[src/rtl/otter_muldiv_pkg.sv]
// Shared types and helpers for the OTTER RV32M multiply/divide unit.
// Build option: OTTER_MULDIV_FAST_MUL_EN selects a single-cycle multiplier.
package otter_muldiv_pkg;

   // The eight RV32M operations, encoded exactly as funct3
   typedef enum logic [2:0] {
      OP_MUL    = 3'b000,
      OP_MULH   = 3'b001,
      OP_MULHSU = 3'b010,
      OP_MULHU  = 3'b011,
      OP_DIV    = 3'b100,
      OP_DIVU   = 3'b101,
      OP_REM    = 3'b110,
      OP_REMU   = 3'b111
   } muldiv_op_t;

   typedef enum logic [1:0] {
      IDLE = 2'd0,
      MUL  = 2'd1,
      DIV  = 2'd2,
      DONE = 2'd3
   } muldiv_state_t;

   // rs1 is interpreted as two's complement for these operations
   function automatic logic is_signed_a(input muldiv_op_t op);
      return (op == OP_MUL) || (op == OP_MULH) || (op == OP_MULHSU) ||
             (op == OP_DIV) || (op == OP_REM);
   endfunction

   // rs2 is interpreted as two's complement for these operations
   function automatic logic is_signed_b(input muldiv_op_t op);
      return (op == OP_MUL) || (op == OP_MULH) ||
             (op == OP_DIV) || (op == OP_REM);
   endfunction

endpackage

[src/rtl/otter_div_core.sv]
// Restoring divider datapath: one quotient bit per step on unsigned magnitudes.
// quotient/remainder show the values that the step taken this cycle produces,
// so the caller can capture the final answer on the last step's edge.
module otter_div_core #(
   parameter int WIDTH = 32
) (
   input  logic             CLK,
   input  logic             RST,
   input  logic             load,
   input  logic             step,
   input  logic [WIDTH-1:0] dividend,
   input  logic [WIDTH-1:0] divisor,
   output logic [WIDTH-1:0] quotient,
   output logic [WIDTH-1:0] remainder
);

   logic [WIDTH-1:0] rem_q, rem_d;
   logic [WIDTH-1:0] quo_q, quo_d;   // dividend bits shift out, quotient bits shift in
   logic [WIDTH-1:0] dsr_q, dsr_d;

   logic [WIDTH:0]   shifted;
   logic             fits;
   logic [WIDTH-1:0] diff;
   logic [WIDTH-1:0] rem_step;
   logic [WIDTH-1:0] quo_step;

   // One restoring step: bring down the next dividend bit and trial-subtract
   always_comb begin
      shifted  = {rem_q, quo_q[WIDTH-1]};
      fits     = (shifted >= {1'b0, dsr_q});
      // When the divisor fits, the true difference is below the divisor,
      // so the low WIDTH bits of the subtraction are exact.
      diff     = shifted[WIDTH-1:0] - dsr_q;
      rem_step = fits ? diff : shifted[WIDTH-1:0];
      quo_step = {quo_q[WIDTH-2:0], fits};
      quotient  = quo_step;
      remainder = rem_step;
   end

   // Next-state selection: load new operands or advance one step
   always_comb begin
      rem_d = rem_q;
      quo_d = quo_q;
      dsr_d = dsr_q;
      if (load) begin
         rem_d = '0;
         quo_d = dividend;
         dsr_d = divisor;
      end else if (step) begin
         rem_d = rem_step;
         quo_d = quo_step;
      end
   end

   // Divider state registers
   always_ff @(posedge CLK) begin
      if (RST) begin
         rem_q <= '0;
         quo_q <= '0;
         dsr_q <= '0;
      end else begin
         rem_q <= rem_d;
         quo_q <= quo_d;
         dsr_q <= dsr_d;
      end
   end

endmodule

[src/rtl/otter_muldiv.sv]
// OTTER execute-stage RV32M unit: shift-add multiplier and restoring divider,
// one operation at a time, with a one-cycle done pulse.
// Build option: define OTTER_MULDIV_FAST_MUL_EN for single-cycle multiplies.
module otter_muldiv
   import otter_muldiv_pkg::*;
#(
   parameter int WIDTH = 32
) (
   input  logic             CLK,
   input  logic             RST,
   input  logic             start,
   input  logic [2:0]       funct3,
   input  logic [WIDTH-1:0] op_a,
   input  logic [WIDTH-1:0] op_b,
   output logic             busy,
   output logic             done,
   output logic [WIDTH-1:0] result
);

   localparam int               CNT_W    = $clog2(WIDTH);
   localparam logic [CNT_W-1:0] CNT_LAST = CNT_W'(WIDTH - 1);
   localparam logic [WIDTH-1:0] MOST_NEG = {1'b1, {(WIDTH-1){1'b0}}};

   muldiv_state_t    state_q, state_d;
   muldiv_op_t       op_q, op_d;
   logic [CNT_W-1:0] cnt_q, cnt_d;
   logic             neg_q, neg_d;          // product / quotient sign
   logic             rem_neg_q, rem_neg_d;  // remainder follows dividend sign
   logic [WIDTH-1:0] result_q, result_d;

   // Operand decode at acceptance
   muldiv_op_t       start_op;
   logic             a_neg, b_neg;
   logic [WIDTH-1:0] a_mag, b_mag;
   logic             div_by_zero, div_overflow;

   // Divider interface
   logic             div_load, div_step;
   logic [WIDTH-1:0] div_quo, div_rem;
   logic [WIDTH-1:0] div_quo_fix, div_rem_fix;

`ifdef OTTER_MULDIV_FAST_MUL_EN
   logic [2*WIDTH-1:0] a_ext, b_ext, fast_prod;
`else
   logic [WIDTH-1:0]   mcand_q, mcand_d;
   logic [2*WIDTH-1:0] prod_q, prod_d;      // {partial high half, remaining multiplier}
   logic [WIDTH:0]     mul_sum;
   logic [2*WIDTH-1:0] mul_step;
   logic [2*WIDTH-1:0] mul_fix;
`endif

   // Magnitudes and signs of the incoming operands
   always_comb begin
      start_op     = muldiv_op_t'(funct3);
      a_neg        = is_signed_a(start_op) & op_a[WIDTH-1];
      b_neg        = is_signed_b(start_op) & op_b[WIDTH-1];
      a_mag        = a_neg ? -op_a : op_a;
      b_mag        = b_neg ? -op_b : op_b;
      div_by_zero  = (op_b == '0);
      // Only DIV/REM (funct3[0]=0) can overflow
      div_overflow = ~funct3[0] & (op_a == MOST_NEG) & (op_b == '1);
   end

`ifdef OTTER_MULDIV_FAST_MUL_EN
   // Full-width product of sign- or zero-extended operands
   always_comb begin
      a_ext     = {{WIDTH{is_signed_a(start_op) & op_a[WIDTH-1]}}, op_a};
      b_ext     = {{WIDTH{is_signed_b(start_op) & op_b[WIDTH-1]}}, op_b};
      fast_prod = a_ext * b_ext;
   end
`else
   // One shift-add step on the magnitude product, plus the final sign fix
   always_comb begin
      mul_sum  = {1'b0, prod_q[2*WIDTH-1:WIDTH]} + (prod_q[0] ? {1'b0, mcand_q} : '0);
      mul_step = {mul_sum, prod_q[WIDTH-1:1]};
      mul_fix  = neg_q ? -mul_step : mul_step;
   end
`endif

   // Sign fix of the divider's last step
   always_comb begin
      div_quo_fix = neg_q ? -div_quo : div_quo;
      div_rem_fix = rem_neg_q ? -div_rem : div_rem;
   end

   // Control FSM: next state, datapath loads and result capture
   always_comb begin
      state_d   = state_q;
      op_d      = op_q;
      cnt_d     = cnt_q;
      neg_d     = neg_q;
      rem_neg_d = rem_neg_q;
      result_d  = result_q;
      div_load  = 1'b0;
      div_step  = 1'b0;
`ifndef OTTER_MULDIV_FAST_MUL_EN
      mcand_d   = mcand_q;
      prod_d    = prod_q;
`endif
      unique case (state_q)
         IDLE: begin
            if (start) begin
               op_d      = start_op;
               cnt_d     = '0;
               neg_d     = a_neg ^ b_neg;
               rem_neg_d = a_neg;
               if (!funct3[2]) begin
`ifdef OTTER_MULDIV_FAST_MUL_EN
                  result_d = (start_op == OP_MUL) ? fast_prod[WIDTH-1:0]
                                                  : fast_prod[2*WIDTH-1:WIDTH];
                  state_d  = DONE;
`else
                  mcand_d = a_mag;
                  prod_d  = {{WIDTH{1'b0}}, b_mag};
                  state_d = MUL;
`endif
               end else if (div_by_zero) begin
                  // funct3[1] set means REM/REMU
                  result_d = funct3[1] ? op_a : '1;
                  state_d  = DONE;
               end else if (div_overflow) begin
                  result_d = funct3[1] ? '0 : op_a;
                  state_d  = DONE;
               end else begin
                  div_load = 1'b1;
                  state_d  = DIV;
               end
            end
         end
         MUL: begin
`ifndef OTTER_MULDIV_FAST_MUL_EN
            prod_d = mul_step;
            if (cnt_q == CNT_LAST) begin
               result_d = (op_q == OP_MUL) ? mul_fix[WIDTH-1:0]
                                           : mul_fix[2*WIDTH-1:WIDTH];
               state_d  = DONE;
            end else begin
               cnt_d = cnt_q + CNT_W'(1);
            end
`else
            state_d = IDLE;
`endif
         end
         DIV: begin
            div_step = 1'b1;
            if (cnt_q == CNT_LAST) begin
               result_d = op_q[1] ? div_rem_fix : div_quo_fix;
               state_d  = DONE;
            end else begin
               cnt_d = cnt_q + CNT_W'(1);
            end
         end
         DONE: begin
            state_d = IDLE;
         end
         default: state_d = IDLE;
      endcase
   end

   // Control and result registers; reset aborts any operation in flight
   always_ff @(posedge CLK) begin
      if (RST) begin
         state_q   <= IDLE;
         op_q      <= OP_MUL;
         cnt_q     <= '0;
         neg_q     <= 1'b0;
         rem_neg_q <= 1'b0;
         result_q  <= '0;
`ifndef OTTER_MULDIV_FAST_MUL_EN
         mcand_q   <= '0;
         prod_q    <= '0;
`endif
      end else begin
         state_q   <= state_d;
         op_q      <= op_d;
         cnt_q     <= cnt_d;
         neg_q     <= neg_d;
         rem_neg_q <= rem_neg_d;
         result_q  <= result_d;
`ifndef OTTER_MULDIV_FAST_MUL_EN
         mcand_q   <= mcand_d;
         prod_q    <= prod_d;
`endif
      end
   end

   otter_div_core #(
      .WIDTH (WIDTH)
   ) u_div_core (
      .CLK       (CLK),
      .RST       (RST),
      .load      (div_load),
      .step      (div_step),
      .dividend  (a_mag),
      .divisor   (b_mag),
      .quotient  (div_quo),
      .remainder (div_rem)
   );

   assign busy   = (state_q != IDLE);
   assign done   = (state_q == DONE);
   assign result = result_q;

endmodule

[config.mk]
export PLATFORM = sky130hd
export DESIGN_NAME = otter_muldiv
export DESIGN_NICKNAME = d
export VERILOG_FILES = /design/src/rtl/otter_muldiv_pkg.sv /design/src/rtl/otter_div_core.sv /design/src/rtl/otter_muldiv.sv
export SDC_FILE = /design/constraint.sdc
export NUM_CORES = 1
export LEC_CHECK = 0
export ABC_AREA = 1
export CORE_MARGIN = 3
export CORE_UTILIZATION = 24
export CTS_CLUSTER_SIZE = 28
export DETAILED_ROUTE_END_ITERATION = 10
export GPL_ROUTABILITY_DRIVEN = 1
export PLACE_DENSITY = 0.49
export SLEW_MARGIN = 30
export SYNTH_ARGS = -nofsm -noshare
export SYNTH_HDL_FRONTEND = slang
export SYNTH_HIERARCHICAL = 1
export SYNTH_SLANG_ARGS = --single-unit
[constraint.sdc]
create_clock -name CLK -period 6.4 [get_ports CLK]
set_input_delay 1.28 -clock CLK [delete_from_list [all_inputs] [get_ports CLK]]
set_output_delay 1.28 -clock CLK [all_outputs]
set_load 0.01 [all_outputs]
## Yosys cells after proc, flatten, opt, wreduce, memory -nomap -nowiden

Index checks and enable logic that the tools add are counted.

- Flip-flop bits (word level): 236
- Bits of input ports: 70

- Add/subtract/negate cells: 8
- Order comparisons: 1
- Equality and inequality tests: 18
- Muxes and demuxes: 38
- Bitwise gates (word level): 7
- Reduce and logical (&&, ||, !) cells: 23

Operators with widths:

| operator | count |
|---|---|
| $mux 32 | 18 |
| $mux 64 | 3 |
| $neg 32->32 | 4 |
| $pmux 64 s2 | 1 |
| $pmux 32 s3 | 1 |
| $eq 32x32->1 const B | 2 |
| $neg 64->64 | 1 |
| $add 32x32->33 | 1 |
| $ge 33x32->1 | 1 |
| $logic_not 32->1 | 1 |
| $sub 32x32->32 | 1 |
| $ne 2x2->1 const B | 6 |
| $mux 5 | 2 |
| $pmux 5 s2 | 1 |
| $reduce_and 3->1 | 3 |
| $mux 1 | 8 |
| $reduce_bool 2->1 | 4 |
| $eq 3x3->1 const B | 2 |
| $logic_not 3->1 | 2 |
| $logic_or 1x1->1 | 6 |
| $mux 2 | 3 |
| $pmux 2 s3 | 1 |
| $reduce_and 6->1 | 1 |
| $add 5x1->5 const B | 1 |
| other kinds (14) | 21 |

## Logic depth before layout (Yosys ltp)

- Depth in word-level cells: 9
- Depth in mapped cells: 35
- Mapped depth without buffers: 33

## Cells and area by module

The synthesis kept the hierarchy.

Modules (own cells, without submodules):

| module | times used | cells each | area an instance (sq um) | seq. area each (sq um) |
|---|---|---|---|---|
| otter_muldiv | 1 | 2,641 | 14,700.3 | 2,802.7 |
| otter_div_core | 1 | 1,176 | 7,245.7 | 1,921.8 |

## Worst setup path before layout

Ideal clock, no wire load.

- Path kind: input to register
- Start: input op_b[0]
- End: register u_div_core.dsr_q[21]
- Data arrival time: 3.479 ns
- Data required time: 6.268 ns
- Slack: 2.789 ns
- Stages on the path: 17
- Buffers on the path: 3
- Cell sequence: inv_1 > ha_1 > nand2_1 > inv_2 > nand2_2 > nor3_4 > nand3_1 > or4_4 > nand2_2 > inv_2 > nand2_1 > nor2_1 > buf_2 > clkinv_1 > clkbuf_1 > clkbuf_1 > a21oi_1

- Longest elaborated chain between the ends: 7
- Elaborated cells between the ends (all ways): 10
- Those cells by class: 1 x add/sub; 1 x eq/ne; 6 x mux; 1 x bitwise; 1 x reduce/logical

Ends and longest elaborated chain:

| item | RTL line | text |
|---|---|---|
| from (decl) | otter_muldiv.sv:14 | `input logic [WIDTH-1:0] op_b,` |
| $eq 32x32->1 | otter_muldiv.sv:61 | `div_overflow = ~funct3[0] & (op_a == MOST_NEG) & (op_b == '1);` |
| $and 1x1->1 | otter_muldiv.sv:61 |  |
| $mux 1 | otter_muldiv.sv:121 | `end else if (div_overflow) begin` |
| $mux 1 (*) | otter_muldiv.sv:117 | `end else if (div_by_zero) begin` |
| $mux 1 (*) | otter_muldiv.sv:107 | `if (!funct3[2]) begin` |
| $mux 1 (*) | otter_muldiv.sv:102 | `if (start) begin` |
| $mux 1 (*) | otter_muldiv.sv:100 | `unique case (state_q)` |
| net div_load | otter_muldiv.sv:38 | `logic div_load, div_step;` |
| to (signal assigned) | otter_div_core.sv:64 | `dsr_q <= dsr_d;` |
| to (decl) | otter_div_core.sv:19 | `logic [WIDTH-1:0] dsr_q, dsr_d;` |

The timed path passes the listed nets; every way through them passes the cells marked *.
A chain may end at the register's enable or synchronous reset.

## Worst setup path after layout

- Start: register u_div_core.rem_q[2]
- End: register result_q[31] (netlist: result[31])

- Longest elaborated chain between the ends: 7
- Elaborated cells between the ends (all ways): 10
- Those cells by class: 3 x add/sub; 1 x order compare; 6 x mux

Ends and longest elaborated chain:

| item | RTL line | text |
|---|---|---|
| from (decl) | otter_div_core.sv:17 | `logic [WIDTH-1:0] rem_q, rem_d;` |
| from (signal assigned) | otter_div_core.sv:62 | `rem_q <= rem_d;` |
| $ge 33x32->1 (*) | otter_div_core.sv:30 | `fits = (shifted >= {1'b0, dsr_q});` |
| net div_quo[0] | otter_muldiv.sv:39 | `logic [WIDTH-1:0] div_quo, div_rem;` |
| $mux 32 | otter_div_core.sv:34 | `rem_step = fits ? diff : shifted[WIDTH-1:0];` |
| $neg 32->32 | otter_muldiv.sv:83 | `div_rem_fix = rem_neg_q ? -div_rem : div_rem;` |
| $mux 32 | otter_muldiv.sv:83 |  |
| $mux 32 (*) | otter_muldiv.sv:147 | `result_d = op_q[1] ? div_rem_fix : div_quo_fix;` |
| $mux 32 (*) | otter_muldiv.sv:146 | `if (cnt_q == CNT_LAST) begin` |
| $pmux 32 s3 (*) | otter_muldiv.sv:100 |  |
| to (signal assigned) | otter_muldiv.sv:179 | `result_q <= result_d;` |
| to (decl) | otter_muldiv.sv:29 | `logic [WIDTH-1:0] result_q, result_d;` |

The timed path passes the listed nets; every way through them passes the cells marked *. The select of a mux whose other input is x is not followed.

==> results_dict.tcl <==
set metrics [dict create \
    maxSlewViolCount 0 \
    antenna_cells 0 \
    drive_gt1_share_pct 6.144 \
    area_delta_synth_final_pct 13.51 \
    hold_viol 0 \
    finalNonFillerCells 5017 \
    cp.arrival_ns 5.31 \
    fmax_mhz 205.8 \
    placedCellCount 4960 \
    post_drt_wl_per_cell_um 18.50 \
    leakagePower_nw 12.02 \
    end_kind "register" \
    grt_pass1_wl_um 139200 \
    crit_family "simple AND/OR/NAND/NOR gates" \
    timing.final.crit_period_ns 4.860 \
    ff_latch_area_um2 4726 \
    outcome "complete, no violations" \
    min_to "mcand_q[27]" \
    setup.worst_path.class "register to register" \
    finalSetupTns_ns 0 \
    crit_required_ns 6.85 \
    clk_latency_ns 0.62 \
    initial_core_util_pct 24.31 \
    critPathMaxFanout 35 \
    ctsHoldBuffers 0 \
    rr_endpoint "result[31]" \
    reg2reg_from "u_div_core/rem_q[2]" \
    start_kind "register" \
    synth_seq_cells 236 \
    postRouteAntennaNets 0 \
    first_pass_iters 6 \
    avgSynthCellArea_um2 5.750 \
    multi_input_area_um2 14150 \
    worstMarginPinSlew_ns 1.119 \
    place.gp.congestion 0.9197 \
    coreArea_um2 90290 \
    grt_max_degree 85 \
    syn_inst 3817 \
    slowest_stage "nor3_1" \
    hp-start "mcand_q[27]" \
    synth_edf_count 0 \
    nNetsFinal 3966 \
    n_fill_cell 10341 \
    root_buffer "clkbuf_16" \
    post_cts_buffers 0 \
    powerDensity_nw_per_um2 489.4 \
    synth_cell_types 59 \
    row_count 110 \
    viasPerCell 4.865 \
    htreeDepth 1 \
    worst-path-buf-inv 3 \
    min_path_type "register to register" \
    numCtsBuffers 31 \
    die_area_um2 95110 \
    synth_top_area_cell "dfxtp_1" \
    synth_area_um2 21950 \
    drt_iter0_markers 2352 \
    whs_path_depth 2 \
    cp_common_cell "nand2_1" \
    synth_warnings 6 \
    synth_top_cell_area_share_pct 21.53 \
    max_stage_delay_ns 0.43 \
    maxSlewHeadroom_pct 24.79 \
    clockBufferDepth 3 \
    ys_seq_area_share_pct 21.53 \
    synthTopCellsByArea "dfxtp_1 22%, nand2_1 18%, inv_1 9.9%" \
    vias 24408 \
    pin_count 104 \
    grt_pass1_vias 22425 \
    cts_tree "yes" \
    grt_usage_pct 18.90 \
    clkSinkCount 236 \
    fin_hold_ws_ns 0.4539 \
    ir_drop_mv 0.3498 \
    fin_worst_skew_ns 0.03885 \
    die_h_um 308.4 \
    r2r_cells 29 \
    setup_viol 0 \
    port_buffers 103 \
    maxCapViolCount 0 \
    die_width_um 308.4 \
    synth-async-reset-ratio_pct 0 \
    wirelength_um 92830 \
    ys_dominant_reg_cell "dfxtp_1" \
    reg2reg_slack_ns 1.54 \
    antenna_found_initial 1 \
    clkTransAtPathRegs_ns 0.06 \
    synth_nets 3966 \
    drc 0 \
    overflow 0 \
    rsz0062_at_grt "no" \
    hpwl_um 74230 \
    finalCritPeriodShare_pct 75.94 \
    fin_util_pct 27.59 \
    ctsResizeCount 0 \
]
[cell usage after synthesis, types with 33 or more instances]
cell type	count
a21oi_1	264
buf_4	33
clkbuf_1	105
dfxtp_1	236
ha_1	77
inv_1	579
nand2_1	1072
nand2_2	44
nand3_1	262
nand4_1	40
nor2_1	375
nor3_1	54
o21ai_0	248
xor2_1	74
[metal layers]
metal | share of wire, % | track usage, % | wire length (um) | up-vias
li1 | - | - | - | 12221
met1 | 49 | 28.44 | 45660 | 11262
met2 | 41 | 28.28 | 38030 | 834
met3 | 7.6 | 2.499 | 7020 | 91
met4 | 2.3 | 4.320 | 2121 | 0
met5 | 0 | 0 | 0 | -
[registers in the layout (all words and copies together) (netlist names), 2 cells and up]
name,count
prod_q,64
u_div_core/quo_q,32
state_q,2
cnt_q,5
u_div_core/dsr_q,32
mcand_q,32
op_q,3
result,32
u_div_core/rem_q,32
[cell usage in the layout (no fill, tap or decap), types with 17 or more instances in the layout]
| cell | n |
|---|---|
| nor3_1 | 53 |
| clkdlybuf4s50_1 | 102 |
| inv_1 | 579 |
| a22o_1 | 24 |
| a21oi_1 | 263 |
| nor2_2 | 21 |
| a21oi_2 | 18 |
| nand3_1 | 262 |
| ha_1 | 76 |
| nand2_1 | 1072 |
| nand3_2 | 20 |
| nand3b_1 | 17 |
| o211ai_1 | 22 |
| a22oi_1 | 18 |
| o21ai_0 | 248 |
| o22ai_1 | 25 |
| dfxtp_1 | 235 |
| nor2_1 | 370 |
| nand2_2 | 44 |
| buf_4 | 35 |
| xor2_1 | 74 |
| clkbuf_16 | 31 |
| nand4_1 | 40 |
[stage by stage]
stage | total power [mW] | setup slack (ns) | area [um2]
after global routing | 13.16 | 1.066 | 24910
after detailed placement | 10.25 | 1.136 | 23880
after floorplan | 7.764 | 2.789 | 21950
after CTS | 12.09 | 1.643 | 24910
after global placement | 10.28 | 1.242 | 23870
final | 12.19 | 1.540 | 24910
[kinds of logic (layout without fill, tap and decap cells)]
| family | Yosys count | count (layout) | synth area share (%) |
|---|---|---|---|
| DFF | 236 | 236 | 21.53 |
| AOI/OAI and AO/OA | 693 | 693 | 17.90 |
| and+or+nand+nor | 1952 | 1952 | 38.24 |
| adders and majority gates | 79 | 79 | 4.572 |
| buffers and inverters | 768 | 792 | 14.21 |
| xor gates and xnor gates | 89 | 89 | 3.552 |
[worst register-to-register path, delay by kind of cell (launching register included)]
| kind | cells | cell delay, ns |
|---|---|---|
| compound gates | 2 | 0.14 |
| fa+ha+maj | 1 | 0.41 |
| buf+inv | 3 | 0.32 |
| flops | 1 | 0.33 |
| simple gates | 23 | 3.49 |
[power breakdown]
group          total [mW]  switching [mW]  internal (mW)
Clock                1.78           0.746           1.04
Sequential           2.00           0.265           1.74
Combinational        8.40            6.08           2.32
[layout make-up]
cell class | instances | share of cell area (%)
multi-input combinational | 2813 | 56.81
sequential | 236 | 18.97
inverter | 598 | 9.011
tap | 1176 | 5.907
timing repair buffer | 137 | 5.153
clock buffer | 47 | 3.717
clock inverter | 10 | 0.4269
[worst max-delay path by stage]
stage | slack (ns) | to | depth (start not counted) | from
after floorplan | 2.79 | u_div_core/dsr_q[21] | 17 | op_b[0]
after global placement | 1.24 | u_div_core/quo_q[15] | 16 | op_b[0]
after detailed placement | 1.14 | u_div_core/quo_q[15] | 19 | op_b[0]
after CTS | 1.64 | result[30] | 32 | u_div_core/rem_q[2]
after global routing | 1.07 | result[30] | 33 | u_div_core/dsr_q[16]
final | 1.54 | result[31] | 29 | u_div_core/rem_q[2]
No activity file was read; power rests on OpenSTA's default activity.
